===== src/rtl/cla_multicycle_add_ctrl.sv =====
`default_nettype none
// +--------------------------------------------------------------------------+
// | cla_multicycle_add_ctrl: OPW-bit add/sub over NSLICE cycles on one       |
// | SLICEW-bit CLA slice. Optional macro: CLA_ADD_OVF_FLAG_EN (ovf output).  |
// | Revision: 1.0                                                            |
// +--------------------------------------------------------------------------+

module cla_multicycle_add_ctrl_cla4 (
  input  logic [3:0] a,
  input  logic [3:0] b,
  input  logic       ci,
  output logic [3:0] s,
  output logic       co
);
  logic [3:0] w_g;
  logic [3:0] w_p;
  logic [4:0] w_c;

  assign w_g    = a & b;
  assign w_p    = a ^ b;
  assign w_c[0] = ci;
  assign w_c[1] = w_g[0] | (w_p[0] & ci);
  assign w_c[2] = w_g[1] | (w_p[1] & w_g[0]) | (w_p[1] & w_p[0] & ci);
  assign w_c[3] = w_g[2] | (w_p[2] & w_g[1]) | (w_p[2] & w_p[1] & w_g[0])
                | (w_p[2] & w_p[1] & w_p[0] & ci);
  assign w_c[4] = w_g[3] | (w_p[3] & w_g[2]) | (w_p[3] & w_p[2] & w_g[1])
                | (w_p[3] & w_p[2] & w_p[1] & w_g[0])
                | (w_p[3] & w_p[2] & w_p[1] & w_p[0] & ci);
  assign s      = w_p ^ w_c[3:0];
  assign co     = w_c[4];
endmodule

module cla_multicycle_add_ctrl #(
  parameter int OPW    = 64,
  parameter int SLICEW = 16
) (
  input  logic           clk,
  input  logic           rst_n,
  input  logic           start_valid,
  output logic           start_ready,
  input  logic [OPW-1:0] a,
  input  logic [OPW-1:0] b,
  input  logic           sub,
  input  logic           cin,
  input  logic           abort,
  output logic           res_valid,
  input  logic           res_ready,
  output logic [OPW-1:0] sum,
  output logic           cout,
`ifdef CLA_ADD_OVF_FLAG_EN
  output logic           ovf,
`endif
  output logic           busy
);
  localparam int NSLICE = OPW / SLICEW;
  localparam int NCLA   = SLICEW / 4;
  localparam int IDXW   = (NSLICE > 1) ? $clog2(NSLICE) : 1;
  localparam logic [IDXW-1:0] LAST_IDX = IDXW'(NSLICE - 1);

  localparam logic [1:0] S_IDLE = 2'd0;
  localparam logic [1:0] S_RUN  = 2'd1;
  localparam logic [1:0] S_DONE = 2'd2;

  generate
    if ((OPW % SLICEW) != 0 || (SLICEW % 4) != 0 || SLICEW < 4 || NSLICE < 2) begin : g_param_err
      $error("cla_multicycle_add_ctrl: illegal OPW/SLICEW combination");
    end
  endgenerate

  logic [1:0]        r_state;
  logic [OPW-1:0]    r_a;
  logic [OPW-1:0]    r_b;
  logic [OPW-1:0]    r_sum;
  logic              r_carry;
  logic              r_cout;
  logic [IDXW-1:0]   r_idx;

  logic [SLICEW-1:0] w_sa;
  logic [SLICEW-1:0] w_sb;
  logic [SLICEW-1:0] w_ss;
  logic [NCLA:0]     w_chain;

  assign w_sa       = r_a[r_idx*SLICEW +: SLICEW];
  assign w_sb       = r_b[r_idx*SLICEW +: SLICEW];
  assign w_chain[0] = r_carry;

  generate
    for (genvar i = 0; i < NCLA; i++) begin : g_cla
      cla_multicycle_add_ctrl_cla4 u_cla4 (
        .a  (w_sa[4*i +: 4]),
        .b  (w_sb[4*i +: 4]),
        .ci (w_chain[i]),
        .s  (w_ss[4*i +: 4]),
        .co (w_chain[i+1])
      );
    end
  endgenerate

`ifdef CLA_ADD_OVF_FLAG_EN
  logic r_ovf;
  logic w_c_into_msb;
  // Carry into the top bit recovered from that bit's sum: s = a ^ b ^ c.
  assign w_c_into_msb = w_sa[SLICEW-1] ^ w_sb[SLICEW-1] ^ w_ss[SLICEW-1];
  assign ovf          = r_ovf;
`endif

  always_ff @(posedge clk or negedge rst_n) begin
    if (!rst_n) begin
      r_state <= S_IDLE;
      r_a     <= '0;
      r_b     <= '0;
      r_sum   <= '0;
      r_carry <= 1'b0;
      r_cout  <= 1'b0;
      r_idx   <= '0;
`ifdef CLA_ADD_OVF_FLAG_EN
      r_ovf   <= 1'b0;
`endif
    end else begin
      case (r_state)
        S_IDLE: begin
          if (start_valid) begin
            // Subtract is A + ~B + 1, the +1 folded into the initial carry.
            r_a     <= a;
            r_b     <= b ^ {OPW{sub}};
            r_carry <= cin ^ sub;
            r_idx   <= '0;
            r_state <= S_RUN;
`ifdef CLA_ADD_OVF_FLAG_EN
            r_ovf   <= 1'b0;
`endif
          end
        end
        S_RUN: begin
          if (abort) begin
            r_state <= S_IDLE;
          end else begin
            r_sum[r_idx*SLICEW +: SLICEW] <= w_ss;
            r_carry <= w_chain[NCLA];
            r_idx   <= r_idx + 1'b1;
            if (r_idx == LAST_IDX) begin
              r_cout  <= w_chain[NCLA];
              r_state <= S_DONE;
`ifdef CLA_ADD_OVF_FLAG_EN
              r_ovf   <= w_c_into_msb ^ w_chain[NCLA];
`endif
            end
          end
        end
        S_DONE: begin
          if (res_ready) r_state <= S_IDLE;
        end
        default: r_state <= S_IDLE;
      endcase
    end
  end

  assign start_ready = (r_state == S_IDLE);
  assign res_valid   = (r_state == S_DONE);
  assign busy        = (r_state != S_IDLE);
  assign sum         = r_sum;
  assign cout        = r_cout;

endmodule
`default_nettype wire


===== config.mk =====
export PLATFORM = sky130hd
export DESIGN_NAME = cla_multicycle_add_ctrl
export DESIGN_NICKNAME = d
export VERILOG_FILES = /design/src/rtl/cla_multicycle_add_ctrl.sv
export SDC_FILE = /design/constraint.sdc
export NUM_CORES = 1
export LEC_CHECK = 0
export ABC_AREA = 1
export BUFFER_PORTS_ARGS = -buffer_cell sky130_fd_sc_hd__buf_4
export CAP_MARGIN = 20
export CORE_UTILIZATION = 35
export DETAILED_ROUTE_END_ITERATION = 6
export GPL_TIMING_DRIVEN = 0
export PLACE_DENSITY = 0.66
export SYNTH_ARGS = -nofsm -noshare
export SYNTH_HDL_FRONTEND = slang
export SYNTH_SLANG_ARGS = --single-unit

===== constraint.sdc =====
create_clock -name clk -period 6.2 [get_ports clk]
set_clock_uncertainty 0.2 [all_clocks]
set_input_delay 0.31 -clock clk [delete_from_list [all_inputs] [get_ports clk]]
set_output_delay 0.31 -clock clk [all_outputs]
set_load 0.05 [all_outputs]

==> impl_summary.txt, run 1 <==
----------------------------------------------------
[Run status]
  Result of the run ... complete, no violations

[Layout]
  NumNets Final ... 1630
  Antenna diode count ... 0
  Area Overhead vs Synth ... 40.11%
  Share of the core filled with cells in the final layout ... 49.99%
  Fraction of layout cells with a size suffix above 1 ... 18.35%

[Drt]
  Vias per cell ... 5.014
  DR DRC count ... 0
  Remaining antenna violation count after routing ... 0
  Drt pass-1 iters ... 5
  Wirelength, routed ... 31350 µm
  Average wire per cell in the routed design ... 17.19 µm
  Via total after detailed routing ... 9140
  Number of design-rule violations left by the first detailed-router iteration ... 814

[STA]
  FMAX ... 0.2284 GHz
  Setup violations, final ... 0
  Hold violation total from the final report ... 0
  Final critical path time including I/O delays and setup ... 4.379 ns
  Accumulated negative setup slack ... 0 ns
  Final Max Slew Viols ... 0
  Setup repair after global routing missed its margin ... false
  Final period util ... 70.63%
  Worst slew margin relative to its limit ... 48.06%
  Pin slew with the least headroom to its limit ... 0.7791 ns

[Logic synthesis]
  Post-Synthesis Net Count ... 1282
  Post-synthesis average cell area ... 8.553 µm²
  Synth warn ... 0
  Biggest area consumer among synthesized cells ... sky130_fd_sc_hd__dfrtp_1
  Summed instance area of the synthesized netlist ... 0.009588 mm²
  Synthesized netlist cell count ... 1121
  Sequential element share of the synthesized area ... 51.68%
  Flops & latches, synth ... 198
  Share of the synthesized area in the top cell type ... 51.68%
  Synth top area cells ... sky130_fd_sc_hd__dfrtp_1, sky130_fd_sc_hd__nand2_1, sky130_fd_sc_hd__o21ai_0
  Synth cell types ... 34

[Global route]
  Residual overflow from global routing ... 0
  Global-route total usage across every layer ... 22.70%
  Met1 Usage GRT ... 29.92%
  Vias in the first global route ... 9047
  First-pass GRT wire length ... 48550 µm
  Maximum number of pins on one net before global-route repair ... 102
  Number of antenna violations at the first check in global routing ... 0
  Global routing met2 resource utilization ... 37.21%
  Met3 routing resource usage after global routing ... 4.396%
  Most crowded layer after global routing ... met2

[Setup path]
  Crit-path max FO ... 10
  Worst path required time ... 6.36 ns
  Critical setup path kind ... flip-flop to flip-flop
  Crit path launch type ... flip-flop
  Length in cells of the worst reg-to-reg path ... 19
  Levels on crit path ... 19
  Sort of element at the end of the critical path ... flip-flop
  Top cell family by delay on the critical path ... buffers and inverters
  Cells along the critical path ... buf_2 -> clkinv_1 -> buf_2 -> clkbuf_1 -> nor2_1 -> o22ai_1 -> ha_1 -> nand3_1 -> nor2_1 -> nand2_1 -> nand2_1 -> nand2_1 -> nand2_1 -> inv_1 -> fa_1 -> xor2_1 -> nor2_1 -> nand2_1 -> o21ai_0
  Standard cell with the maximum stage delay on the critical path ... sky130_fd_sc_hd__dfrtp_1
  Crit-path max cell delay ... 0.49 ns
  Buffers plus inverters on the worst setup path ... 5
  Arr. time, crit path ... 4.54 ns
  Dominant cell type by count on the critical path ... sky130_fd_sc_hd__nand2_1

[Clocking]
  Deepest clock path buffer count ... 2
  Clock tree from TritonCTS ... yes
  Clock edge transition at the registers on the reported setup and hold paths ... 0.07 ns
  CTS root buffer ... sky130_fd_sc_hd__clkbuf_16
  Clock latency on the worst-skew pair ... 0.44 ns
  Post-CTS Resized ... 0
  Postcts setup bufs ... 0
  Hold-fix buffers at CTS ... 127
  TritonCTS buffer count ... 17
  H-tree lvl count ... 4
  Clk sinks ... 198

[Power]
  Switching power total ... 3.479 mW
  Part of the power in the clock network ... 16.2%
  Int Pwr ... 3.637 mW
  Combinational Power Share ... 54.0%
  Leakage ... 6.565 nW
  Highest ir drop seen on vdd ... 248.2 µV
  Power density relative to cell area ... 529.7 mW/mm²
  Proportion of total power due to net switching ... 48.89%
  Flop pwr share ... 29.7%

[Floorplanning]
  Overall die area ... 0.02806 mm²
  Count of standard-cell rows ... 60
  Ports placed on the boundary ... 203
  Die Span Y ... 167.5 µm
  Starting density of the core ... 35.68%
  Core region area ... 0.02688 mm²
  Die Wd ... 167.5 µm

[Hold path]
  Worst hold path stage count ... 3
  Class of the tightest hold or removal check ... input pin to flip-flop

[Job]
  Reported max-cap violation count ... 0

[Placement]
  Final RePlAce weighted congestion ... 0.9002
  Number of buffer cells added on primary ports ... 201
  HPWL after detailed placement ... 23050 µm

----------------------------------------------------
worst reg2reg max path, delay by kind of cell, from the launching register on:
kind,cells,cell delay [ns]
DFF,1,0.49
AOI/OAI and AO/OA,2,0.30
and+or+nand+nor,9,1.06
adders and majority gates,2,0.80
buffers and inverters,5,1.25
xor gates and xnor gates,1,0.19
power by group through the flow:
stage                     Clock (mW)  Sequential, mW  Combinational, mW
after floorplan                    0            2.48               2.07
after global placement             0            2.12               3.64
after detailed placement           0            2.12               3.73
after CTS                       1.16            2.10               3.81
after global routing            1.21            2.16               4.21
final                           1.15            2.12               3.84
logic make-up (layout without fill, tap and decap cells):
group,after synthesis,in the layout,synth area share [%]
XOR/XNOR,70,70,6.394
adder cells (fa/ha/maj),26,26,3.706
AO/OA/AOI/OAI,222,222,12.81
buffers and inverters,99,460,4.189
AND/OR/NAND/NOR,506,506,21.22
flip-flops,198,198,51.68
registers in the layout (all words and copies together), names as in the netlist:
signal / cells
r_a: 64
r_b: 64
sum: 64
r_idx: 2
r_state: 2
cout: 1
r_carry: 1
area by class of cell:
type	count	area [µm²]
Sequential cell	198	4955
Multi-Input combinational cell	824	4232
Buffer	63	266.5
Clock buffer	19	442.9
Fill cell	2509	13440
Clock inverter	13	161.4
Inverter	36	135.1
Timing Repair Buffer	329	2815
Tap cell	341	426.7
worst paths after layout:
kind,from,endpoint,slack [ns]
hold reg to reg,r_a[41],r_a[41],0.28
setup / recovery,r_idx[0],sum[29],1.82
setup reg to reg,r_idx[0],sum[29],1.82
min in group asynchronous,rst_n,sum[18],0.28
hold / removal,b[63],r_b[63],0.01
max in group asynchronous,rst_n,r_a[22],4.57
cells in the final DEF, fill, tap and decap left out, types with 3 or more instances in the layout:
cell type / instances
sky130_fd_sc_hd__o21ai_0: 150
sky130_fd_sc_hd__nor2_1: 82
sky130_fd_sc_hd__fa_1: 4
sky130_fd_sc_hd__ha_1: 22
sky130_fd_sc_hd__clkbuf_1: 34
sky130_fd_sc_hd__o22ai_1: 30
sky130_fd_sc_hd__inv_1: 29
sky130_fd_sc_hd__a21oi_1: 12
sky130_fd_sc_hd__inv_8: 4
sky130_fd_sc_hd__dlygate4sd3_1: 127
sky130_fd_sc_hd__buf_4: 200
sky130_fd_sc_hd__a22o_1: 11
sky130_fd_sc_hd__nand4_1: 8
sky130_fd_sc_hd__buf_1: 6
sky130_fd_sc_hd__a32o_1: 3
sky130_fd_sc_hd__clkinvlp_4: 4
sky130_fd_sc_hd__clkinv_1: 3
sky130_fd_sc_hd__xnor2_1: 68
sky130_fd_sc_hd__dfrtp_1: 198
sky130_fd_sc_hd__inv_2: 4
sky130_fd_sc_hd__nand2_1: 382
sky130_fd_sc_hd__o21ai_1: 8
sky130_fd_sc_hd__clkbuf_16: 17
sky130_fd_sc_hd__nand3_1: 21
sky130_fd_sc_hd__buf_2: 24
sky130_fd_sc_hd__nand2_2: 4
sky130_fd_sc_hd__nor2_4: 3
through the flow:
step	setup WS, ns	instance area (µm²)	instances	hold WS (ns)	power [mW]
2_1_floorplan	2.815	9588	1121	-0.1856	4.552
3_3_place_gp	2.021	11520	1663	0.2593	5.756
3_5_place_dp	1.919	11560	1664	0.1955	5.852
4_1_cts	1.898	13430	1823	0.007135	7.075
5_1_grt	1.400	13430	1823	0.003544	7.582
6_report	1.821	13430	1823	0.01045	7.116
metal layers:
layer | share of wire [%] | wire length (µm) | vias up
met3 | 6.6 | 2078 | 67
li1 | - | - | 4348
met5 | 0 | 0 | -
met2 | 47 | 14740 | 371
met1 | 44 | 13650 | 4354
met4 | 2.8 | 880 | 0
synthesized netlist by cell type:
cell and number:
sky130_fd_sc_hd__nor3_1 2, sky130_fd_sc_hd__a21o_1 1, sky130_fd_sc_hd__nand2_2 4, sky130_fd_sc_hd__o21ai_0 150
sky130_fd_sc_hd__nand2_1 382, sky130_fd_sc_hd__o22ai_1 30, sky130_fd_sc_hd__buf_1 6, sky130_fd_sc_hd__a32oi_1 2
sky130_fd_sc_hd__a22o_1 11, sky130_fd_sc_hd__o2111ai_1 1, sky130_fd_sc_hd__a21oi_1 12, sky130_fd_sc_hd__clkinv_1 3
sky130_fd_sc_hd__nor4_4 1, sky130_fd_sc_hd__o31ai_1 2, sky130_fd_sc_hd__a32o_1 3, sky130_fd_sc_hd__xor2_1 2
sky130_fd_sc_hd__nand4_1 8, sky130_fd_sc_hd__nand2_4 1, sky130_fd_sc_hd__clkbuf_1 33, sky130_fd_sc_hd__nor3_4 1
sky130_fd_sc_hd__xnor2_1 68, sky130_fd_sc_hd__nand3_1 21, sky130_fd_sc_hd__nor2_4 3, sky130_fd_sc_hd__o21ai_1 8
sky130_fd_sc_hd__nor2_1 82, sky130_fd_sc_hd__inv_2 4, sky130_fd_sc_hd__nor2_8 1, sky130_fd_sc_hd__fa_1 4
sky130_fd_sc_hd__o211ai_1 1, sky130_fd_sc_hd__buf_2 24, sky130_fd_sc_hd__dfrtp_1 198, sky130_fd_sc_hd__o21bai_1 1
sky130_fd_sc_hd__ha_1 22, sky130_fd_sc_hd__inv_1 29
(Power assumes the default switching activity.)
==> inputs of run 2 (changes only) <==
--- a/config.mk
+++ b/config.mk
@@ -5,13 +5,13 @@
 export SDC_FILE = /design/constraint.sdc
 export NUM_CORES = 1
 export LEC_CHECK = 0
-export ABC_AREA = 1
+export ABC_AREA = 0
 export BUFFER_PORTS_ARGS = -buffer_cell sky130_fd_sc_hd__buf_4
 export CAP_MARGIN = 20
 export CORE_UTILIZATION = 35
 export DETAILED_ROUTE_END_ITERATION = 6
 export GPL_TIMING_DRIVEN = 0
-export PLACE_DENSITY = 0.66
+export PLACE_DENSITY = 0.68
 export SYNTH_ARGS = -nofsm -noshare
 export SYNTH_HDL_FRONTEND = slang
 export SYNTH_SLANG_ARGS = --single-unit
==> constraint.sdc (replaced) <==
create_clock -name clk -period 3.8 [get_ports clk]
set_clock_uncertainty 0.2 [all_clocks]
set_input_delay 0.19 -clock clk [delete_from_list [all_inputs] [get_ports clk]]
set_output_delay 0.19 -clock clk [all_outputs]
set_load 0.05 [all_outputs]
==> impl_summary.txt, run 2 <==
----------------------------------------------------
[Run status]
  Result of the run ... complete, no violations

[Logic synthesis]
  Biggest area consumer among synthesized cells ... sky130_fd_sc_hd__dfrtp_1
  Most used standard cells in the synthesized netlist ... sky130_fd_sc_hd__dfrtp_1, sky130_fd_sc_hd__nand2_1, sky130_fd_sc_hd__o21ai_0
  Top flip-flop cell by instance count after synthesis ... sky130_fd_sc_hd__dfrtp_1
  Synth top area cells ... sky130_fd_sc_hd__dfrtp_1, sky130_fd_sc_hd__mux2_2, sky130_fd_sc_hd__mux4_2
  Flops & latches, synth ... 198 (unchanged)
  Synth cell types ... 51 (+50%)
  Share of the synthesized area in the top cell type ... 51.22% (-0.45 points)
  Most common cell in the netlist ... sky130_fd_sc_hd__dfrtp_1
  Post-synthesis average cell area ... 11.43 µm² (+34%)
  Sequential element share of the synthesized area ... 51.22% (-0.45 points)
  Synthesized netlist cell count ... 846 (-25%)
  Summed instance area of the synthesized netlist ... 0.009673 mm² (+0.89%)
  Number of flops mapped to enable cells by yosys ... 0 (unchanged)
  Proportion of synthesized flip-flops having asynchronous set or reset ... 100.0% (unchanged)
  Synth warn ... 0 (unchanged)
  Post-Synthesis Net Count ... 1007 (-21%)

[Setup path]
  Arr. time, crit path ... 3.84 ns (-0.70 ns)
  Sort of element at the end of the critical path ... flip-flop
  Dominant cell type by count on the critical path ... sky130_fd_sc_hd__buf_12
  Critical setup path kind ... flip-flop to flip-flop
  Crit-path max FO ... 7 (-3)
  Crit path launch type ... flip-flop
  Cells along the critical path ... buf_12 -> buf_12 -> mux4_2 -> ha_1 -> a211oi_2 -> o21ai_2 -> a21o_1 -> a31o_2 -> a21oi_2 -> fa_2 -> o31ai_1
  Top cell family by delay on the critical path ... compound AO/OA/AOI/OAI gates
  Worst path required time ... 3.94 ns (-2.42 ns)
  Crit-path max cell delay ... 0.54 ns (+0.05 ns)
  Buffers plus inverters on the worst setup path ... 2 (-3)
  Standard cell with the maximum stage delay on the critical path ... sky130_fd_sc_hd__mux4_2

[Global route]
  Maximum number of pins on one net before global-route repair ... 105 (+2.9%)
  First-pass GRT wire length ... 44660 µm (-8.0%)
  Met3 routing resource usage after global routing ... 3.173% (-1.2 points)
  Vias in the first global route ... 7943 (-12%)
  Number of antenna violations at the first check in global routing ... 1 (+1)
  Met1 Usage GRT ... 27.44% (-2.5 points)
  Global routing met2 resource utilization ... 36.05% (-1.2 points)
  Global-route total usage across every layer ... 21.00% (-1.7 points)
  Most crowded layer after global routing ... met2
  Residual overflow from global routing ... 0 (unchanged)

[Power]
  Highest ir drop seen on vdd ... 631.4 µV (+150%)
  Power density relative to cell area ... 916.1 mW/mm² (+73%)
  Leakage ... 6.107 nW (-7.0%)

[STA]
  Final Max Slew Viols ... 0 (unchanged)
  Accumulated negative setup slack ... 0 ns (unchanged)
  Setup violations, final ... 0 (unchanged)
  Pin slew with the least headroom to its limit ... 0.9614 ns (+0.1823 ns)
  Final critical path time including I/O delays and setup ... 3.697 ns (-0.6817 ns)
  FMAX ... 0.2705 GHz (+18%)
  Final period util ... 97.30% (+27 points)
  Worst slew margin relative to its limit ... 35.52% (-13 points)
  PnR worst setup slack ... 0.1028 ns (-1.718 ns)
  Hold violation total from the final report ... 0 (unchanged)

[Layout]
  Count of non-filler cells in the finished layout ... 1566 (-14%)
  Area Overhead vs Synth ... 42.78%
  FF+latch area ... 0.004956 mm² (about the same)
  Layout filler cell count ... 2389 (-4.8%)
  Most used cells in the layout excluding fill and tap cells ... sky130_fd_sc_hd__buf_4, sky130_fd_sc_hd__dfrtp_1, sky130_fd_sc_hd__nand2_1, sky130_fd_sc_hd__dlygate4sd3_1, sky130_fd_sc_hd__o21ai_0
  NumNets Final ... 1372 (-16%)
  Commonest non-fill, non-tap cell in the layout ... sky130_fd_sc_hd__buf_4
  Share of the core filled with cells in the final layout ... 51.10% (+1.1 points)
  Area of combinational cells with multiple inputs ... 0.004518 mm² (+6.8%)
  Fraction of layout cells with a size suffix above 1 ... 32.27% (+14 points)

[Drt]
  Wirelength, routed ... 29720 µm (-5.2%)
  Average wire per cell in the routed design ... 18.98 µm (+10%)
  Vias per cell ... 5.082 (+1.4%)
  Remaining antenna violation count after routing ... 0 (unchanged)
  Drt pass-1 iters ... 5 (unchanged)
  Number of design-rule violations left by the first detailed-router iteration ... 587 (-28%)
  DR DRC count ... 0 (unchanged)
  Via total after detailed routing ... 7959 (-13%)

[Placement]
  Number of buffer cells added on primary ports ... 202 (+0.50%)
  Pre-CTS setup slack ... -0.9518 ns (-2.871 ns)
  Final RePlAce weighted congestion ... 0.8521 (-5.3%)
  HPWL after detailed placement ... 21070 µm (-8.6%)
  Post-placement cell count ... 1390 (-16%)

[Floorplanning]
  Die Span Y ... 168.2 µm (+0.44%)
  Core region area ... 0.02703 mm² (+0.56%)
  Overall die area ... 0.02831 mm² (+0.88%)
  Die Wd ... 168.2 µm (+0.44%)
  Ports placed on the boundary ... 203 (unchanged)
  Starting density of the core ... 35.79% (+0.12 points)
  Count of standard-cell rows ... 60 (unchanged)

[Job]
  Reported max-cap violation count ... 0 (unchanged)

[Clocking]
  Deepest clock path buffer count ... 2 (unchanged)
  TritonCTS buffer count ... 17 (unchanged)
  CTS root buffer ... sky130_fd_sc_hd__clkbuf_16
  Clock latency on the worst-skew pair ... 0.44 ns (about the same)
  Clock edge transition at the registers on the reported setup and hold paths ... 0.08 ns (about the same)
  H-tree lvl count ... 4 (unchanged)
  Clk sinks ... 198 (unchanged)
  Clock tree from TritonCTS ... yes

[Hold path]
  Class of the tightest hold or removal check ... input pin to flip-flop

----------------------------------------------------
## run 2: cell count changes in the layout (fill, tap and decap cells not counted), sizes merged, moves of 8 or more
cell	delta
nand2	-235
nor2	-72
inv	-19
mux4	+32
a22o	-10
mux2	+64
o22ai	-30
nor3b	+8
o31ai	+31
o21ai	-55
## run 2: per-stage QoR
stage | hold slack, ns | area, µm² | power [mW]
2_1_floorplan | -0.3056 | 9681 | 7.929
3_3_place_gp | 0.2238 | 11620 | 10.01
3_5_place_dp | 0.06578 | 11660 | 10.17
4_1_cts | 0.04618 | 13660 | 12.30
5_1_grt | 0.04284 | 13810 | 13.32
6_report | 0.02420 | 13810 | 12.65
## run 2: cell type report
cell class	instances	share of cell area, %
Antenna cell	1	0.01812
Buffer	51	2.174
Clock buffer	18	3.180
Clock inverter	14	0.9694
Inverter	13	0.3533
Multi-Input combinational cell	584	32.71
Sequential cell	198	35.89
Tap cell	341	3.089
Timing Repair Buffer	346	21.62
## run 2: path summary, 6_finish.rpt
kind                                from       to  slack (ns)  depth (start not counted)
min in group asynchronous          rst_n  sum[13]        0.13                          2
worst max-delay path            r_idx[0]  sum[28]        0.10                         11
worst min-delay path                 cin  r_carry        0.02                          4
worst min register to register   r_b[27]  r_b[27]        0.28                          2
max in group asynchronous          rst_n  r_b[28]        2.32                          3
worst max register to register  r_idx[0]  sum[28]        0.10                         11
## run 2: layer usage
layer	vias to the layer above	wire [µm]	part of all wire (%)
met5	-	0	0
li1	3716	-	-
met3	38	1502	5.1
met4	0	498	1.7
met1	3934	12800	43
met2	271	14920	50
## run 2: timing repair
action,in CTS,in global routing
endpoints found under the hold margin,223,0
pin swaps,7,4
cloned,0,2
buffers inserted,4,7
setup endpoints to repair,51,11
hold buffers,130,0
resized for setup,25,10
## run 2: where the power goes
group | internal, mW | switching [mW]
Combinational | 3.00 | 4.55
Clock | 0.888 | 0.895
Sequential | 2.88 | 0.451
## run 2: logic make-up (layout without fill, tap and decap cells)
logic type,after synthesis,count (layout),share of synthesized area [%]
adders and majority gates,26,26,3.674
and+or+nand+nor,219,219,10.05
xor gates and xnor gates,72,72,6.519
buffers and inverters,64,442,2.884
muxes,96,96,14.90
AOI/OAI and AO/OA,171,171,10.75
DFF,198,198,51.22
other,0,1,0
## run 2: worst register-to-register path, delay by kind of cell, from the launching register on
| family | cells | cell delay [ns] |
|---|---|---|
| flops | 1 | 0.39 |
| compound gates | 6 | 1.29 |
| buf+inv | 2 | 0.30 |
| fa+ha+maj | 2 | 0.87 |
| mux | 1 | 0.55 |
